File: src/rtl/seg7_pkg.sv
// seg7_pkg: shared constants and hex-to-segment table for the seven-segment driver
package seg7_pkg;
  localparam logic [6:0] SEG_BLANK = 7'h7F;
  typedef enum logic [2:0] {SEG_A, SEG_B, SEG_C, SEG_D, SEG_E, SEG_F, SEG_G} seg_idx_e;
  localparam logic [6:0] HEX7_TABLE [16] = '{
    7'h40, 7'h79, 7'h24, 7'h30, 7'h19, 7'h12, 7'h02, 7'h78,
    7'h00, 7'h10, 7'h08, 7'h03, 7'h46, 7'h21, 7'h06, 7'h0E
  };
  function automatic logic [6:0] hex7(input logic [3:0] nibble);
    return HEX7_TABLE[nibble];
  endfunction
endpackage

File: src/rtl/seg7_hex_decoder.sv
// seg7_hex_decoder: nibble to active-low {g,f,e,d,c,b,a} segment pattern
import seg7_pkg::*;
module seg7_hex_decoder (
  input  logic [3:0] nibble,
  output logic [6:0] seg
);
  assign seg = hex7(nibble);
endmodule

File: src/rtl/seg7_scan_driver.sv
// seg7_scan_driver: time-multiplexed common-anode display scanner with per-frame snapshot
import seg7_pkg::*;
module seg7_scan_driver #(
  parameter int N_DIGITS    = 8,
  parameter int REFRESH_DIV = 100000,
  parameter int GUARD       = 16
) (
  input  logic                  clk,
  input  logic                  rst,
  input  logic                  en,
  input  logic [4*N_DIGITS-1:0] digits_i,
  input  logic [N_DIGITS-1:0]   dp_i,
  input  logic [N_DIGITS-1:0]   digit_en_i,
  output logic [N_DIGITS-1:0]   an_o,
  output logic [6:0]            seg_o,
  output logic                  dp_o,
  output logic                  frame_o
);
  localparam int PW = $clog2(REFRESH_DIV);
  localparam int IW = $clog2(N_DIGITS);
  localparam logic [PW-1:0] P_LAST = PW'(REFRESH_DIV - 1);
  localparam logic [PW-1:0] P_GUARD = PW'(GUARD);
  localparam logic [IW-1:0] I_LAST = IW'(N_DIGITS - 1);
  localparam logic [N_DIGITS-1:0] AN_ONE = N_DIGITS'(1);
  logic [PW-1:0] presc;
  logic [IW-1:0] idx;
  logic [4*N_DIGITS-1:0] sh_digits;
  logic [N_DIGITS-1:0] sh_dp, sh_en;
  logic load_pend, slot_end, snap, blank;
  logic [6:0] seg_dec;
  assign slot_end = presc == P_LAST;
  assign snap = en && (load_pend || (slot_end && idx == I_LAST));
  assign blank = !en || presc < P_GUARD || !sh_en[idx];
  seg7_hex_decoder u_dec (
    .nibble(sh_digits[4*idx +: 4]),
    .seg   (seg_dec)
  );
  // slot prescaler and digit index; both freeze while disabled
  always_ff @(posedge clk or negedge rst) begin
    if (!rst) begin
      presc <= '0;
      idx   <= '0;
    end else if (en) begin
      presc <= slot_end ? '0 : presc + 1'b1;
      if (slot_end) idx <= idx == I_LAST ? '0 : idx + 1'b1;
    end
  end
  // shadow copy of all inputs, refreshed only at frame boundaries so no digit tears
  always_ff @(posedge clk or negedge rst) begin
    if (!rst) begin
      sh_digits <= '0;
      sh_dp     <= '0;
      sh_en     <= '0;
      load_pend <= 1'b1;
    end else if (snap) begin
      sh_digits <= digits_i;
      sh_dp     <= dp_i;
      sh_en     <= digit_en_i;
      load_pend <= 1'b0;
    end
  end
  // registered pin drivers; guard window keeps all anodes off while segments change
  always_ff @(posedge clk or negedge rst) begin
    if (!rst) begin
      an_o    <= '1;
      seg_o   <= SEG_BLANK;
      dp_o    <= 1'b1;
      frame_o <= 1'b0;
    end else begin
      an_o    <= blank ? '1 : ~(AN_ONE << idx);
      seg_o   <= blank ? SEG_BLANK : seg_dec;
      dp_o    <= blank | ~sh_dp[idx];
      frame_o <= snap;
    end
  end
endmodule

File: config.mk
export PLATFORM = sky130hd
export DESIGN_NAME = seg7_scan_driver
export DESIGN_NICKNAME = d
export VERILOG_FILES = /design/src/rtl/seg7_pkg.sv /design/src/rtl/seg7_hex_decoder.sv /design/src/rtl/seg7_scan_driver.sv
export SDC_FILE = /design/constraint.sdc
export NUM_CORES = 1
export LEC_CHECK = 0
export ABC_CLOCK_PERIOD_IN_PS = 2900
export BUFFER_PORTS_ARGS = -buffer_cell sky130_fd_sc_hd__buf_2
export CORE_MARGIN = 2
export CORE_UTILIZATION = 45
export DETAILED_ROUTE_END_ITERATION = 6
export PLACE_DENSITY = 0.64
export SLEW_MARGIN = 20
export SYNTH_ARGS = -nofsm -noshare
export SYNTH_HDL_FRONTEND = slang
export SYNTH_SLANG_ARGS = --single-unit
File: constraint.sdc
create_clock -name clk -period 2.9 [get_ports clk]
set_input_delay 0.435 -clock clk [delete_from_list [all_inputs] [get_ports clk]]
set_output_delay 0.435 -clock clk [all_outputs]
set_load 0.05 [all_outputs]
==> qor.txt <==
Outcome = complete, no violations
Htree depth = 3
RSZ-0062 raised after global routing = no
DP HPWL = 5040 um
Worst slew pin tran = 731 ps
Starting DRT DRC Count = 110
Max Root-Sink Buffers = 2
Antenna diode count = 0
Drt total wl = 7090 um
Hold_buf cts = 0
M2 GR Usage = 0.228
Crit path cell chain = mux4_2 > nand2_1 > and2_1 > inv_1 > ha_1 > or3b_1 > o21ai_0 > o21ai_1
Hold Vio Cnt, Final = 0
Starting Density = 0.461
Most common cell after layout, fill and taps aside = dfrtp_1
Clock-pin slew on the worst setup and hold paths = 90 ps
NetSw = 0.00115 W
Post-synthesis cell type count = 39
Vias = 2,438
Die ar. = 0.00966 mm^2
Top Usage Layer GRT = met1
CTS root buffer = clkbuf_8
Endpoints failing setup = 0
Clk network pwr share = 0.232
TritonCTS Buffers = 9
Slew margin rel. = 0.513
Layout area overhead = 15.7%
Nets = 423
Setup Skew = 9.51 ps
Final period utilization = 0.856
Max Cap Violations = 0
Sw Share = 0.315
First-pass GRT wire length = 12,600 um
P_leak = 2.10 nW
Post-route setup TNS = 0 ps
Drt first pass iters = 4
Share of layout cells above drive strength 1 = 0.351
Met3 usage = 0.0444
XOR/XNOR Fraction of Synth Area = 0.0307
Cell area power density = 786 mW/mm^2
Biggest cell delay along the critical path = 780 ps
Register share of total power = 0.486
Die Ht = 98.3 um
Asr flop ratio synth = 1.00
Row count = 34
Hold WC Path Type = primary input to asynchronous set/reset pin
Crit. End Element = register
Setup CP Type = register to register
Type of origin of the critical path = register
Routed Antenna Nets = 0
Initial antenna violation count = 0
Mux contribution to synthesized area = 0.233
Syn avg cell area = 13.8 um^2
Ports = 68
Dpl cells = 457
WP data arrival = 2750 ps
WL/cell = 15.0 um
Post-synthesis sequential area ratio = 0.543
Mapped Cells = 289
Clock latency on the worst-skew pair = 350 ps
DRC = 0
Critical path required time = 3170 ps
CTS tree = built
I/O Buffers = 67
Crit-path slowest cell = dfrtp_1
Fin. max-slew vios = 0
Clock Sinks = 86
GR Layer Usage met1 = 0.248
GP Congestion = 0.779
Commonest cells after routing, fill and taps aside = dfrtp_1, buf_2, mux2_1, nand2_1, dfstp_2
Core Util, Final = 0.533
Core Area = 0.00868 mm^2
Die X = 98.3 um
Largest net degree at the start of global routing = 84
Grt total ovfl = 0
Maximum fanout along the worst path = 15
Buf/Inv on CP = 1
Gr usage total = 0.164
FMAX = 403 MHz
Synth Area in Adders = 0.0375
Post-Layout Cell Count = 473
Int Power = 0.00249 W
Compound-cell area share of the yosys netlist = 0.0275
Setup Fix Bufs, Post-CTS = 0
Largest family of logic cells by synthesized area = multiplexers
Number of global-route vias before repair = 2,500
CP delay by family, top = flip-flops
Synthesized area = 0.00400 mm^2
Logic gate share of total power = 0.282
Post_cts resized = 0
Yosys reg bits = 86
Post-layout minimum cycle time = 2480 ps
Avg Vias per Cell = 5.15
Synth Warn # = 0
Post-synth EDFFs = 0
Main synth FF type = dfrtp_1
Nets in the synthesized netlist = 352
Synth Area in Simple Gates = 0.0929
Worst vdd ir = 356 uV
[power groups by stage]
| stage | registers (W) | clock network [W] | logic [W] |
|---|---|---|---|
| after floorplan | 0.00187 | 0 | 0.000692 |
| after global placement | 0.00178 | 0 | 0.00101 |
| after detailed placement | 0.00179 | 0 | 0.00104 |
| after CTS | 0.00177 | 0.000873 | 0.00104 |
| after global routing | 0.00182 | 0.000932 | 0.00115 |
| final | 0.00177 | 0.000844 | 0.00103 |
[stage by stage]
stage	worst slack, ps	power (W)	instance area (um^2)	hold WS, ps
2_1_floorplan	593	0.00256	4000	139
3_3_place_gp	454	0.00279	4430	441
3_5_place_dp	421	0.00283	4430	442
4_1_cts	387	0.00368	4620	271
5_1_grt	211	0.00389	4630	150
6_report	418	0.00364	4630	87.6
[per-layer routing]
layer	up-vias	part of all wire
met1	1205	0.50
met2	66	0.43
met5	-	0
met4	0	0.014
met3	8	0.060
li1	1159	-
[logic make-up after synthesis]
group,count (synthesis)
flops,86
mux,71
simple gates,71
buf+inv,21
compound gates,14
xor+xnor,14
fa+ha+maj,12
[sequential cells by signal, indices dropped and copies added, names as in the netlist]
| name | cells |
|---|---|
| an_o | 8 |
| sh_en | 8 |
| seg_o | 7 |
| sh_digits | 32 |
| sh_dp | 8 |
| frame_o | 1 |
| load_pend | 1 |
| dp_o | 1 |
| idx | 3 |
| presc | 17 |
[path summary, 6_finish.rpt]
path / cells past startpoint / startpoint / slack (ps) / end
setup reg to reg: 8 / idx[1]$_DFFE_PN0P_ / 420 / seg_o[0]$_DFF_PN1_
max in group asynchronous: 2 / rst / 2170 / an_o[2]$_DFF_PN1_
min in group clk: 2 / digits_i[22] / 290 / sh_digits[22]$_DFFE_PN0P_
hold / removal: 1 / rst / 90 / presc[5]$_DFFE_PN0P_
setup / recovery: 8 / idx[1]$_DFFE_PN0P_ / 420 / seg_o[0]$_DFF_PN1_
hold reg to reg: 2 / load_pend$_DFFE_PN1P_ / 460 / load_pend$_DFFE_PN1P_
[final cells by class]
class,count,area [um^2]
well taps,108,135
clock inverters,6,71.3
inverters,7,26.3
multi-input cells,182,1690
repair buffers,74,407
flip-flops and latches,86,2170
clock buffers,10,128
fillers,799,4050
[worst reg2reg max path, cell delays in order, from the launching register on]
cell and delay (ps):
dfrtp_1 780, mux4_2 420, nand2_1 80, and2_1 220, inv_1 110, ha_1 250, or3b_1 370, o21ai_0 80
o21ai_1 100
[cells in the mapped netlist (2+ instances only)]
master | instances | area [um^2]
nand2b_1 | 3 | 18.8
nor2_1 | 15 | 56.3
o21ai_0 | 4 | 20.0
ha_1 | 12 | 150
nand4_1 | 4 | 25.0
o211ai_1 | 2 | 15.0
o221ai_1 | 2 | 17.5
inv_1 | 6 | 22.5
mux2_4 | 2 | 30.0
and2_1 | 4 | 25.0
mux4_2 | 12 | 270
buf_2 | 6 | 30.0
mux2_2 | 2 | 22.5
mux2i_1 | 7 | 70.1
mux2_1 | 48 | 541
a21oi_1 | 2 | 10.0
nand2_1 | 22 | 82.6
xnor2_1 | 8 | 70.1
nand3_1 | 11 | 55.1
dfrtp_1 | 69 | 1730
xor2_1 | 6 | 52.6
and3_1 | 3 | 18.8
buf_6 | 7 | 78.8
dfstp_2 | 17 | 447
(Power assumes the default switching activity.)
